--- config.mk ---
export PLATFORM = sky130hd
export DESIGN_NAME = seg7_scan_driver_flat
export DESIGN_NICKNAME = d
export VERILOG_FILES = /design/src/rtl/seg7_scan_driver_if.sv /design/src/rtl/seg7_scan_driver.sv /design/src/flat_wrapper.sv
export SDC_FILE = /design/constraint.sdc
export NUM_CORES = 1
export LEC_CHECK = 0
export CAP_MARGIN = 20
export CORE_MARGIN = 2
export CORE_UTILIZATION = 30
export CTS_CLUSTER_DIAMETER = 50
export DETAILED_ROUTE_END_ITERATION = 10
export GPL_ROUTABILITY_DRIVEN = 0
export PLACE_DENSITY = 0.51
export SYNTH_ARGS = -nofsm -noshare
export SYNTH_HDL_FRONTEND = slang
export SYNTH_SLANG_ARGS = --single-unit
--- constraint.sdc ---
create_clock -name CLK100MHZ -period 2.6 [get_ports CLK100MHZ]
set_input_delay 0.39 -clock CLK100MHZ [delete_from_list [all_inputs] [get_ports CLK100MHZ]]
set_output_delay 0.39 -clock CLK100MHZ [all_outputs]
set_load 0.03 [all_outputs]
--- src/rtl/seg7_scan_driver_if.sv ---
// Bus between user logic and the scanning seven-segment driver.
// The driver uses the slave modport; the user side uses the master modport.
interface seg7_scan_driver_if #(
  parameter int unsigned DIGITS = 8
);
  logic [4*DIGITS-1:0] DATA;
  logic [DIGITS-1:0]   DP_IN;
  logic [DIGITS-1:0]   BLANK;
  logic                LOAD;
  logic [7:0]          SEG;
  logic [DIGITS-1:0]   AN;
  logic [2:0]          SCAN_IDX;

  modport master (
    output DATA, DP_IN, BLANK, LOAD,
    input  SEG, AN, SCAN_IDX
  );

  modport slave (
    input  DATA, DP_IN, BLANK, LOAD,
    output SEG, AN, SCAN_IDX
  );
endinterface

--- src/rtl/seg7_scan_driver.sv ---
// Time-multiplexed common-anode 7-segment driver with shadow registers, anode guard
// interval, per-digit blanking and dp. SEG7_LZ_SUPPRESS_EN enables leading-zero suppression.
module seg7_scan_driver #(
  parameter int unsigned DIGITS   = 8,
  parameter int unsigned SCAN_DIV = 100000,
  parameter int unsigned GUARD    = 4
) (
  input  logic               CLK100MHZ,
  input  logic               CPU_RESETN,
  seg7_scan_driver_if.slave  bus
);
  localparam int unsigned       DIV_W    = (SCAN_DIV > 1) ? $clog2(SCAN_DIV) : 1;
  localparam logic [DIV_W-1:0]  DIV_LAST = DIV_W'(SCAN_DIV - 1);
  localparam logic [DIV_W-1:0]  GUARD_C  = DIV_W'(GUARD);
  localparam logic [2:0]        IDX_LAST = 3'(DIGITS - 1);

  logic [4*DIGITS-1:0] sh_data_q;
  logic [DIGITS-1:0]   sh_dp_q;
  logic [DIGITS-1:0]   sh_blank_q;
  logic [DIV_W-1:0]    div_q, div_d;
  logic [2:0]          idx_q, idx_d;
  logic [7:0]          seg_q, seg_d;
  logic [DIGITS-1:0]   an_q, an_d;
  logic [2:0]          scan_idx_q;
  logic [DIGITS-1:0]   sup_mask;
  logic [3:0]          nib;
  logic                dp_sel;
  logic                blk_sel;
  logic                guard_on;

  function automatic logic [6:0] hex_font(input logic [3:0] v);
    logic [6:0] f;
    case (v)
      4'h0: f = 7'h40;  4'h1: f = 7'h79;  4'h2: f = 7'h24;  4'h3: f = 7'h30;
      4'h4: f = 7'h19;  4'h5: f = 7'h12;  4'h6: f = 7'h02;  4'h7: f = 7'h78;
      4'h8: f = 7'h00;  4'h9: f = 7'h18;  4'hA: f = 7'h08;  4'hB: f = 7'h03;
      4'hC: f = 7'h46;  4'hD: f = 7'h21;  4'hE: f = 7'h06;  default: f = 7'h0E;
    endcase
    return f;
  endfunction

`ifdef SEG7_LZ_SUPPRESS_EN
  logic zrun;
  // Walk from the most significant digit down; digit 0 is never suppressed.
  always_comb begin
    zrun     = 1'b1;
    sup_mask = '0;
    for (int unsigned k = 0; k < DIGITS - 1; k++) begin
      zrun = zrun & (sh_data_q[4*(DIGITS-1-k) +: 4] == 4'h0);
      sup_mask[DIGITS-1-k] = zrun;
    end
  end
`else
  assign sup_mask = '0;
`endif

  assign guard_on = (div_q < GUARD_C);

  always_comb begin
    nib     = '0;
    dp_sel  = 1'b0;
    blk_sel = 1'b0;
    an_d    = '1;
    for (int unsigned i = 0; i < DIGITS; i++) begin
      if (idx_q == 3'(i)) begin
        nib     = sh_data_q[4*i +: 4];
        dp_sel  = sh_dp_q[i];
        blk_sel = sh_blank_q[i] | sup_mask[i];
        an_d[i] = guard_on;
      end
    end
    seg_d = {~dp_sel, blk_sel ? 7'h7F : hex_font(nib)};
  end

  always_comb begin
    div_d = div_q + 1'b1;
    idx_d = idx_q;
    if (div_q == DIV_LAST) begin
      div_d = '0;
      idx_d = (idx_q == IDX_LAST) ? '0 : idx_q + 3'd1;
    end
  end

  always_ff @(posedge CLK100MHZ or negedge CPU_RESETN) begin
    if (!CPU_RESETN) begin
      sh_data_q  <= '0;
      sh_dp_q    <= '0;
      sh_blank_q <= '0;
    end else if (bus.LOAD) begin
      sh_data_q  <= bus.DATA;
      sh_dp_q    <= bus.DP_IN;
      sh_blank_q <= bus.BLANK;
    end
  end

  // Outputs sample pre-edge scan state and shadow, so they trail the counters by one cycle.
  always_ff @(posedge CLK100MHZ or negedge CPU_RESETN) begin
    if (!CPU_RESETN) begin
      div_q      <= '0;
      idx_q      <= '0;
      seg_q      <= '1;
      an_q       <= '1;
      scan_idx_q <= '0;
    end else begin
      div_q      <= div_d;
      idx_q      <= idx_d;
      seg_q      <= seg_d;
      an_q       <= an_d;
      scan_idx_q <= idx_q;
    end
  end

  assign bus.SEG      = seg_q;
  assign bus.AN       = an_q;
  assign bus.SCAN_IDX = scan_idx_q;
endmodule
--- src/flat_wrapper.sv ---
// flat-port wrapper written by rule: the top's interface ports become plain ports
module seg7_scan_driver_flat 
#(
  parameter int unsigned DIGITS   = 8,
  parameter int unsigned SCAN_DIV = 100000,
  parameter int unsigned GUARD    = 4
)
  (CLK100MHZ, CPU_RESETN, bus_DATA, bus_DP_IN, bus_BLANK, bus_LOAD, bus_SEG, bus_AN, bus_SCAN_IDX);
  seg7_scan_driver_if #(.DIGITS(DIGITS)) bus_i ();
  input  logic CLK100MHZ;
  input  logic CPU_RESETN;
  input wire logic [$bits(bus_i.DATA)-1:0] bus_DATA;
  input wire logic [$bits(bus_i.DP_IN)-1:0] bus_DP_IN;
  input wire logic [$bits(bus_i.BLANK)-1:0] bus_BLANK;
  input wire logic [$bits(bus_i.LOAD)-1:0] bus_LOAD;
  output wire logic [$bits(bus_i.SEG)-1:0] bus_SEG;
  output wire logic [$bits(bus_i.AN)-1:0] bus_AN;
  output wire logic [$bits(bus_i.SCAN_IDX)-1:0] bus_SCAN_IDX;
  assign bus_i.DATA = bus_DATA;
  assign bus_i.DP_IN = bus_DP_IN;
  assign bus_i.BLANK = bus_BLANK;
  assign bus_i.LOAD = bus_LOAD;
  assign bus_SEG = bus_i.SEG;
  assign bus_AN = bus_i.AN;
  assign bus_SCAN_IDX = bus_i.SCAN_IDX;
  seg7_scan_driver #(.DIGITS(DIGITS), .SCAN_DIV(SCAN_DIV), .GUARD(GUARD)) u_core (.CLK100MHZ(CLK100MHZ), .CPU_RESETN(CPU_RESETN), .bus(bus_i));
endmodule
==> impl_metrics.json, run 1 <==
{
  "crit_chain": "ha_4, ha_4, or2_4, a221o_1, a32oi_2, o22ai_4, ha_4, nor3_2, a31o_1, o31ai_2",
  "io_pins": 70,
  "first_pass_iters": 4,
  "max_stage_delay_ns": 0.45,
  "cts.path.max_buffers": 2,
  "cts-buffers-inserted": 9,
  "place_area_mm2": 0.00523,
  "design_power_total_w": 0.00324,
  "layout-drive-gt1-share_pct": 34.6,
  "period_share_pct": 97.7,
  "yosysSeqAreaShare_pct": 52.6,
  "n_fill_cell": 1310,
  "critPathMostFrequentCell": "ha_4",
  "grtUsageTotal_pct": 14.5,
  "portBuffers": 69,
  "area_growth_pct": 38.2,
  "worstRegToRegCells": 10,
  "syn_area_mm2": 0.00418,
  "avgSynthCellArea_um2": 11.6,
  "grt_pass1_vias": 3178,
  "cpMaxStageDelayCell": "dfrtp_2",
  "holdWs_ns": 0.00179,
  "layout_min_cycle_time_ns": 2.54,
  "nets": 524,
  "synth_top_area_share_pct": 42.5,
  "drc": 0,
  "drt_iter0_drc": 146,
  "finalSetupViolations": 0,
  "max-slew-margin-rel_pct": 59.8,
  "worstSkewPairLatency_ns": 0.35,
  "worstHoldPathType": "input port to async pin",
  "cts_sinks": 87,
  "synth.area.top_cells": "dfrtp_1, mux2_2, dfstp_2",
  "crit_type": "register to register",
  "wl_per_cell_um": 15.7,
  "cts_root_buf": "clkbuf_16",
  "reg2reg_from": "u_core.idx_q[0]",
  "critPathTopFamily": "compound AO/OA/AOI/OAI gates",
  "finClkSkew_ns": 0.00734,
  "rsz0062_at_grt": "yes",
  "yosysWarnings": 0,
  "worstPathMaxFanout": 5,
  "cp-end-kind": "register",
  "cts_tree": "yes",
  "fp.coreArea_mm2": 0.0137,
  "rows": 43,
  "synth_top_area_cell": "dfrtp_1",
  "fmax_mhz": 394,
  "netlist_instances": 361,
  "antenna_found_initial": 0,
  "viasPerCell": 4.73,
  "floorplan.initialDensity_pct": 30.5,
  "hpwlAfterDp_um": 7350,
  "grt_max_degree": 51,
  "final_cells": 645,
  "ys_types": 52,
  "synth_flop_cell": "dfrtp_1",
  "r2r_slack_ns": 0.06,
  "gr-total-overflow": 0,
  "cts.htree.levels": 3,
  "wl_um": 10100,
  "ant_nets": 0,
  "die_y_um": 122,
  "start_kind": "register",
  "design_area_mm2": 0.00578,
  "utilization_pct": 42.1,
  "drv_cap": 0,
  "r2r_end": "u_core.bus.SEG[3]",
  "p_leak_nw": 2.37,
  "synth_edf_count": 0,
  "die_x_um": 122,
  "placed_cells": 621,
  "status": "complete, no violations",
  "dieArea_mm2": 0.0149,
  "cts_hold_buf": 0,
  "worst_pin_slew_ns": 0.603,
  "n_antenna_cell": 0,
  "hold_viol_final": 0,
  "vias": 3049,
  "ir_drop_mv": 0.256,
  "synth_nets": 425,
  "synthArstFlopShare_pct": 100,
  "required_ns": 2.86,
  "cp_num_buf_inv": 0,
  "p_per_area_mw_per_mm2": 561,
  "grt_pass1_wl_um": 16300,
  "finalMaxSlewViolations": 0,
  "critPathArrivalTime_ns": 2.80,
  "clk_pin_slew_ns": 0.06,
  "synth-seq-cells": 87
}
## per-stage QoR
stage                     TNS (ns)  setup WS, ns
after floorplan                  0        0.0610
after global routing        -0.272       -0.0958
after global placement           0       0.00397
after detailed placement    -0.329        -0.148
final                            0        0.0594
after CTS                        0       0.00382
## Yosys cell counts (all sizes together) (2+ instances only)
master / instances
nor4: 3
a21oi: 17
a221o: 3
o21ai: 16
nand2: 34
dfrtp: 71
mux2: 44
ha: 13
clkbuf: 7
o22ai: 3
o31ai: 4
nor2: 17
a2bb2oi: 2
xnor2: 9
a31o: 2
buf: 13
o211ai: 5
nand3b: 7
dfstp: 16
inv: 15
nand4: 5
xor2: 5
nor3: 5
and3: 7
and2: 4
nor2b: 3
a211oi: 3
nand3: 10
a311oi: 2
a221oi: 5
## routing by layer
metal / global-route usage [%] / routed length (um) / share of wire, % / vias to the layer above
met5: 0 / 0 / 0 / -
met4: 8.41 / 300 / 3.0 / 0
met3: 3.42 / 386 / 3.8 / 22
met2: 22.4 / 4740 / 47 / 54
met1: 18.6 / 4690 / 46 / 1492
li1: - / - / - / 1481
## cell type report
cell class	instances	area [um2]	area share [%]
multi-input cells	238	1990	34.5
repair buffers	108	1000	17.4
clock buffers	11	253	4.38
clock inverters	5	32.5	0.563
flip-flops and latches	87	2200	38.1
inverters	16	66.3	1.15
well taps	180	225	3.90
## sequential cells by signal, summed over array words and instances, names as in the netlist
signal and cells:
u_core.idx_q 3, u_core.sh_blank_q 8, u_core.bus.SEG 8, u_core.div_q 17, u_core.bus.AN 8, u_core.sh_dp_q 8, u_core.sh_data_q 32, u_core.bus.SCAN_IDX 3
## what timing repair did
item	CTS	global route
buffers inserted	5	4
gates resized for setup	12	33
pin swaps	7	10
endpoints found under the setup margin	5	7
## logic make-up after synthesis
| family | after synthesis | share of synthesized area [%] |
|---|---|---|
| AOI/OAI and AO/OA | 67 | 12.0 |
| xor gates and xnor gates | 14 | 2.94 |
| adders and majority gates | 13 | 3.89 |
| buffers and inverters | 36 | 4.37 |
| DFF | 87 | 52.6 |
| muxes | 44 | 11.9 |
| and+or+nand+nor | 100 | 12.2 |
## layout by cell type (no fill, tap or decap), types with 5 or more instances in the layout
| cell | count |
|---|---|
| dfrtp_1 | 69 |
| clkdlybuf4s50_1 | 67 |
| mux2_2 | 43 |
| buf_4 | 37 |
| nand2_1 | 34 |
| nor2_1 | 16 |
| dfstp_2 | 16 |
| a21oi_1 | 14 |
| o21ai_0 | 12 |
| inv_1 | 11 |
| nand3_1 | 10 |
| xnor2_1 | 9 |
| clkbuf_16 | 9 |
| ha_4 | 8 |
| and3_1 | 7 |
| nand3b_1 | 6 |
| nand4_1 | 5 |
| xor2_1 | 5 |
## how the worst max path moves through the flow
stage	start	endpoint	slack, ns	cells after the start
detailed placement	u_core.idx_q[1]	u_core.bus.SEG[3]	-0.15	10
global placement	u_core.idx_q[0]	u_core.bus.SEG[3]	0.004	10
CTS	u_core.idx_q[1]	u_core.bus.SEG[3]	0.004	11
finish	u_core.idx_q[0]	u_core.bus.SEG[3]	0.06	10
floorplan	u_core.idx_q[2]	u_core.bus.SEG[3]	0.06	11
global route	u_core.idx_q[1]	u_core.bus.SEG[3]	-0.1	11
## power by group
| part | leakage, nW | internal, W | switching [W] |
|---|---|---|---|
| registers | 1.04 | 0.00146 | 0.0000515 |
| clock network | 0.134 | 0.000695 | 0.000537 |
| logic | 1.20 | 0.000265 | 0.000228 |
No activity file was read; power rests on OpenSTA's default activity.
==> run 2: changes to the inputs <==
--- a/config.mk
+++ b/config.mk
@@ -5,13 +5,12 @@
 export SDC_FILE = /design/constraint.sdc
 export NUM_CORES = 1
 export LEC_CHECK = 0
-export CAP_MARGIN = 20
 export CORE_MARGIN = 2
 export CORE_UTILIZATION = 30
 export CTS_CLUSTER_DIAMETER = 50
 export DETAILED_ROUTE_END_ITERATION = 10
 export GPL_ROUTABILITY_DRIVEN = 0
-export PLACE_DENSITY = 0.51
+export PLACE_DENSITY = 0.49
 export SYNTH_ARGS = -nofsm -noshare
 export SYNTH_HDL_FRONTEND = slang
 export SYNTH_SLANG_ARGS = --single-unit
==> constraint.sdc (replaced) <==
create_clock -name CLK100MHZ -period 3.1 [get_ports CLK100MHZ]
set_input_delay 0.465 -clock CLK100MHZ [delete_from_list [all_inputs] [get_ports CLK100MHZ]]
set_output_delay 0.465 -clock CLK100MHZ [all_outputs]
set_load 0.03 [all_outputs]
==> impl_metrics.json, run 2 (synthesized netlist as in run 1, its figures left out) <==
{
  "timing.setup.tns_ns": 0,
  "p_leak_nw": 2.25,
  "drt_iter0_drc": 150,
  "vias": 2935,
  "rsz0062_at_grt": "no",
  "finalSetupViolations": 0,
  "viasPerCell": 4.74,
  "fp.coreArea_mm2": 0.0137,
  "finClkSkew_ns": 0.00452,
  "cell_internal_pwr_w": 0.00211,
  "p_sw_w": 0.000648,
  "finalMaxSlewViolations": 0,
  "worstHoldPathType": "input port to async pin",
  "first_pass_iters": 4,
  "required_ns": 3.35,
  "start_kind": "register",
  "reg2reg_from": "u_core.idx_q[0]",
  "cts_root_buf": "clkbuf_16",
  "critPathArrivalTime_ns": 3.10,
  "worstSkewPairLatency_ns": 0.33,
  "largest_register_ffs": 32,
  "cts-buffers-inserted": 9,
  "worst_pin_slew_ns": 1.09,
  "io_pins": 70,
  "final_cells": 619,
  "period_share_pct": 92.1,
  "cts.htree.levels": 3,
  "die_x_um": 122,
  "pwr-share-clk_pct": 40.8,
  "pwr-share-seq_pct": 46.1,
  "ir_drop_mv": 0.290,
  "nets": 498,
  "drc": 0,
  "clk_pin_slew_ns": 0.06,
  "r2r_slack_ns": 0.25,
  "hpwlAfterDp_um": 7050,
  "layout_common_cells": "dfrtp_1, clkdlybuf4s50_1, mux2_2, nand2_1",
  "gr-total-overflow": 0,
  "grtUsageTotal_pct": 13.8,
  "cp-end-kind": "register",
  "n_antenna_cell": 0,
  "area_growth_pct": 29.1,
  "fmax_mhz": 350,
  "grt_max_degree": 88,
  "hold_viol_final": 0,
  "max-slew-margin-rel_pct": 27.4,
  "grt_pass1_vias": 2971,
  "worstPathMaxFanout": 5,
  "drv_cap": 0,
  "placed_cells": 603,
  "regMostFlops": "u_core.sh_data_q",
  "cts_sinks": 87,
  "grt_pass1_wl_um": 15800,
  "dieArea_mm2": 0.0149,
  "r2r_end": "u_core.bus.SEG[1]",
  "floorplan.initialDensity_pct": 30.5,
  "cts.path.max_buffers": 2,
  "p_sw_share_pct": 23.5,
  "worstRegToRegCells": 10,
  "status": "complete, no violations",
  "p_per_area_mw_per_mm2": 511,
  "portBuffers": 69,
  "power_frac_comb_pct": 13.2,
  "layout-drive-gt1-share_pct": 23.5,
  "layout_min_cycle_time_ns": 2.85,
  "wl_um": 9720,
  "crit_type": "register to register",
  "final_common_cell": "dfrtp_1",
  "ant_nets": 0,
  "antenna_found_initial": 0,
  "cts_tree": "yes",
  "largest_registers": "u_core.sh_data_q: 32 flops, u_core.div_q: 17 flops",
  "rows": 43,
  "wl_per_cell_um": 15.7,
  "die_y_um": 122
}
==> run 2: cell count changes in the layout (fill, tap and decap cells not counted), sizes merged <==
cell      before  now
bufinv         0    1
clkinvlp       4    1
clkbuf        11   12
inv           15   16
buf           41   15
==> run 2: through the flow <==
step | utilization (%) | worst slack (ns) | hold WS [ns] | instance area, um2 | power (W)
global route | 39.3 | 0.0789 | 0.437 | 5390 | 0.00288
CTS | 39.3 | 0.206 | 0.382 | 5390 | 0.00279
detailed placement | 37.0 | 0.237 | 0.427 | 5070 | 0.00166
floorplan | - | 0.424 | 0.169 | 4180 | 0.00148
global placement | 37.0 | 0.414 | 0.411 | 5070 | 0.00165
finish | 39.3 | 0.246 | 0.308 | 5390 | 0.00276
==> run 2: area by class of cell <==
| class | count | area, um2 |
|---|---|---|
| well taps | 180 | 225 |
| clock inverters | 4 | 51.3 |
| repair buffers | 82 | 793 |
| clock buffers | 12 | 267 |
| multi-input cells | 238 | 1800 |
| inverters | 16 | 60.1 |
| fillers | 1333 | 8330 |
| flip-flops and latches | 87 | 2200 |
==> run 2: how the worst max path moves through the flow <==
stage                         start           endpoint  slack, ns  cells after the start
finish              u_core.idx_q[0]  u_core.bus.SEG[1]       0.25                     10
global route        u_core.idx_q[0]  u_core.bus.SEG[1]       0.08                     10
CTS                 u_core.idx_q[1]  u_core.bus.SEG[1]       0.21                     11
global placement    u_core.idx_q[0]  u_core.bus.SEG[3]       0.41                     10
floorplan           u_core.idx_q[2]  u_core.bus.SEG[3]       0.42                     11
detailed placement  u_core.idx_q[1]  u_core.bus.SEG[3]       0.24                     11
==> run 2: repair_timing <==
| action | in CTS | in global routing |
|---|---|---|
| resized for setup | 0 | 1 |
| hold buffers | 0 | 0 |
| buffers inserted | 0 | 0 |
| endpoints found under the setup margin | 0 | 2 |
==> run 2: critical path, cell delays in order (launching register included) <==
cell,delay (ns)
dfrtp_1,0.41
ha_1,0.24
ha_1,0.19
or2_2,0.33
a221oi_1,0.22
o22ai_1,0.13
a2bb2oi_1,0.39
inv_1,0.17
ha_1,0.24
mux2_2,0.27
o211ai_1,0.18
==> run 2: layer usage <==
layer,global-route usage (%),share of wire (%),wire length [um]
met1,20.2,50,4830
met2,19.8,43,4210
met3,3.51,5.3,511
met4,4.67,1.7,167
met5,0,0,0
==> run 2: power by group through the flow <==
stage / logic (W) / registers (W) / clock network (W)
floorplan: 0.000175 / 0.00131 / 0
global placement: 0.000361 / 0.00129 / 0
detailed placement: 0.000365 / 0.00129 / 0
CTS: 0.000367 / 0.00127 / 0.00116
global route: 0.000397 / 0.00128 / 0.00121
finish: 0.000363 / 0.00127 / 0.00112
==> run 3: changes to the inputs <==
--- a/config.mk
+++ b/config.mk
@@ -11,6 +11,7 @@
 export DETAILED_ROUTE_END_ITERATION = 10
 export GPL_ROUTABILITY_DRIVEN = 0
 export PLACE_DENSITY = 0.49
+export RECOVER_POWER = 100
 export SYNTH_ARGS = -nofsm -noshare
 export SYNTH_HDL_FRONTEND = slang
 export SYNTH_SLANG_ARGS = --single-unit
==> impl_metrics.json, run 3 (synthesized netlist as in run 1, its figures left out) <==
{
  "status": "finished with violations",
  "failed_checks": "max-capacitance violations, max-slew violations",
  "hold_viol_final": 0,
  "die_x_um": 122,
  "start_kind": "register",
  "antenna_found_initial": 0,
  "portBuffers": 69,
  "finClkSkew_ns": 0.00478,
  "critPathArrivalTime_ns": 3.10,
  "cts.path.max_buffers": 2,
  "largest_registers": "u_core.sh_data_q: 32 flops, u_core.div_q: 17 flops",
  "cts_resized": 0,
  "wl_um": 9690,
  "cts_hold_buf": 0,
  "finalSetupViolations": 0,
  "cts_root_buf": "clkbuf_16",
  "crit_type": "register to register",
  "drv_cap": 1,
  "p_per_area_mw_per_mm2": 512,
  "cts_sinks": 87,
  "cts-buffers-inserted": 9,
  "cts.htree.levels": 3,
  "worst_pin_slew_ns": 2.14,
  "die_y_um": 122,
  "largest_register_ffs": 32,
  "critPathMostFrequentCell": "ha_1",
  "required_ns": 3.35,
  "io_pins": 70,
  "wl_per_cell_um": 15.7,
  "dp_worst_setup_slack_ns": 0.237,
  "fp.coreArea_mm2": 0.0137,
  "rsz0062_at_grt": "no",
  "ir_drop_mv": 0.291,
  "drt_iter0_drc": 150,
  "max-slew-margin-rel_pct": -42.9,
  "dieArea_mm2": 0.0149,
  "drc": 0,
  "floorplan.initialDensity_pct": 30.5,
  "layout_min_cycle_time_ns": 2.85,
  "setup_ws_ns": 0.249,
  "grt_pass1_wl_um": 15800,
  "crit_chain": "ha_1, ha_1, or2_2, a221oi_1, o22ai_1, a2bb2oi_1, inv_1, ha_1, mux2_2, o211ai_1",
  "max_stage_delay_ns": 0.41,
  "worstHoldPathType": "register to register",
  "finalMaxSlewViolations": 88,
  "area_growth_pct": 28.4,
  "worstSkewPairLatency_ns": 0.33,
  "gr-total-overflow": 0,
  "multi_input_area_mm2": 0.00180,
  "grtUsageTotal_pct": 13.8,
  "vias": 2943,
  "cp-end-kind": "register",
  "first_pass_iters": 5,
  "layout-drive-gt1-share_pct": 22.8,
  "rows": 43,
  "hpwlAfterDp_um": 7050,
  "grt_pass1_vias": 2971,
  "p_leak_nw": 2.22,
  "regMostFlops": "u_core.sh_data_q",
  "nets": 498,
  "timing.setup.tns_ns": 0,
  "n_fill_cell": 1335,
  "fmax_mhz": 351,
  "cts_tree": "yes",
  "worstPathMaxFanout": 5,
  "clk_pin_slew_ns": 0.06,
  "cpMaxStageDelayCell": "dfrtp_1",
  "grt_max_degree": 88,
  "regArea_mm2": 0.00220,
  "viasPerCell": 4.75,
  "cts_setup_buffers": 0,
  "final_common_cell": "dfrtp_1",
  "layout_common_cells": "dfrtp_1, mux2_2, clkdlybuf4s50_1, nand2_1, dlygate4sd3_1",
  "n_antenna_cell": 0,
  "period_share_pct": 92.0,
  "ant_nets": 0
}
==> run 3: changes by cell type in the layout (fill, tap and decap cells not counted), sizes merged <==
| cell | before | now |
|---|---|---|
| clkbuf | 12 | 17 |
| dlygate4sd3 | 0 | 25 |
| clkdlybuf4s50 | 67 | 42 |
| buf | 15 | 10 |
==> run 3: path summary, 6_finish.rpt <==
kind | slack [ns] | end | cells past startpoint | from
hold reg to reg | 0.43 | u_core.bus.SCAN_IDX[1] | 0 | u_core.idx_q[1]
hold / removal | 0.43 | u_core.bus.SCAN_IDX[1] | 0 | u_core.idx_q[1]
setup / recovery | 0.25 | u_core.bus.SEG[1] | 10 | u_core.idx_q[0]
min in group asynchronous | 0.73 | u_core.sh_dp_q[2] | 1 | CPU_RESETN
setup reg to reg | 0.25 | u_core.bus.SEG[1] | 10 | u_core.idx_q[0]
max in group asynchronous | 1.09 | u_core.sh_data_q[2] | 1 | CPU_RESETN
==> run 3: power breakdown <==
part | total, W | switching (W) | internal [W]
clock | 0.00113 | 0.000433 | 0.000692
sequential | 0.00127 | 0.0000442 | 0.00123
combinational | 0.000355 | 0.000169 | 0.000185
==> run 3: area by class of cell <==
| type | count | area share, % |
|---|---|---|
| inverter | 16 | 1.12 |
| tap | 180 | 4.20 |
| multi-input combinational | 238 | 33.6 |
| timing repair buffer | 82 | 14.2 |
| sequential | 87 | 41.0 |
| clock inverter | 4 | 0.956 |
| clock buffer | 12 | 4.97 |
==> run 3: stage by stage <==
stage / power [W] / util [%] / area (um2) / hold slack, ns / std cells
finish: 0.00275 / 39.1 / 5370 / 0.433 / 619
global route: 0.00287 / 39.1 / 5370 / 0.462 / 619
CTS: 0.00279 / 39.3 / 5390 / 0.382 / 619
detailed placement: 0.00166 / 37.0 / 5070 / 0.427 / 603
global placement: 0.00165 / 37.0 / 5070 / 0.411 / 603
floorplan: 0.00148 / - / 4180 / 0.169 / 361
==> run 3: critical path: cells and delay by family (launching register included) <==
family | cells | cell delay, ns
AO/OA/AOI/OAI | 4 | 0.92
multiplexers | 1 | 0.27
flip-flops | 1 | 0.41
AND/OR/NAND/NOR | 1 | 0.33
adder cells (fa/ha/maj) | 3 | 0.67
buffers and inverters | 1 | 0.17
==> run 3: routing by layer <==
metal	global-route usage, %	wire (um)
met1	20.2	4810
met2	19.8	4160
met3	3.51	545
met4	4.67	167
met5	0	0
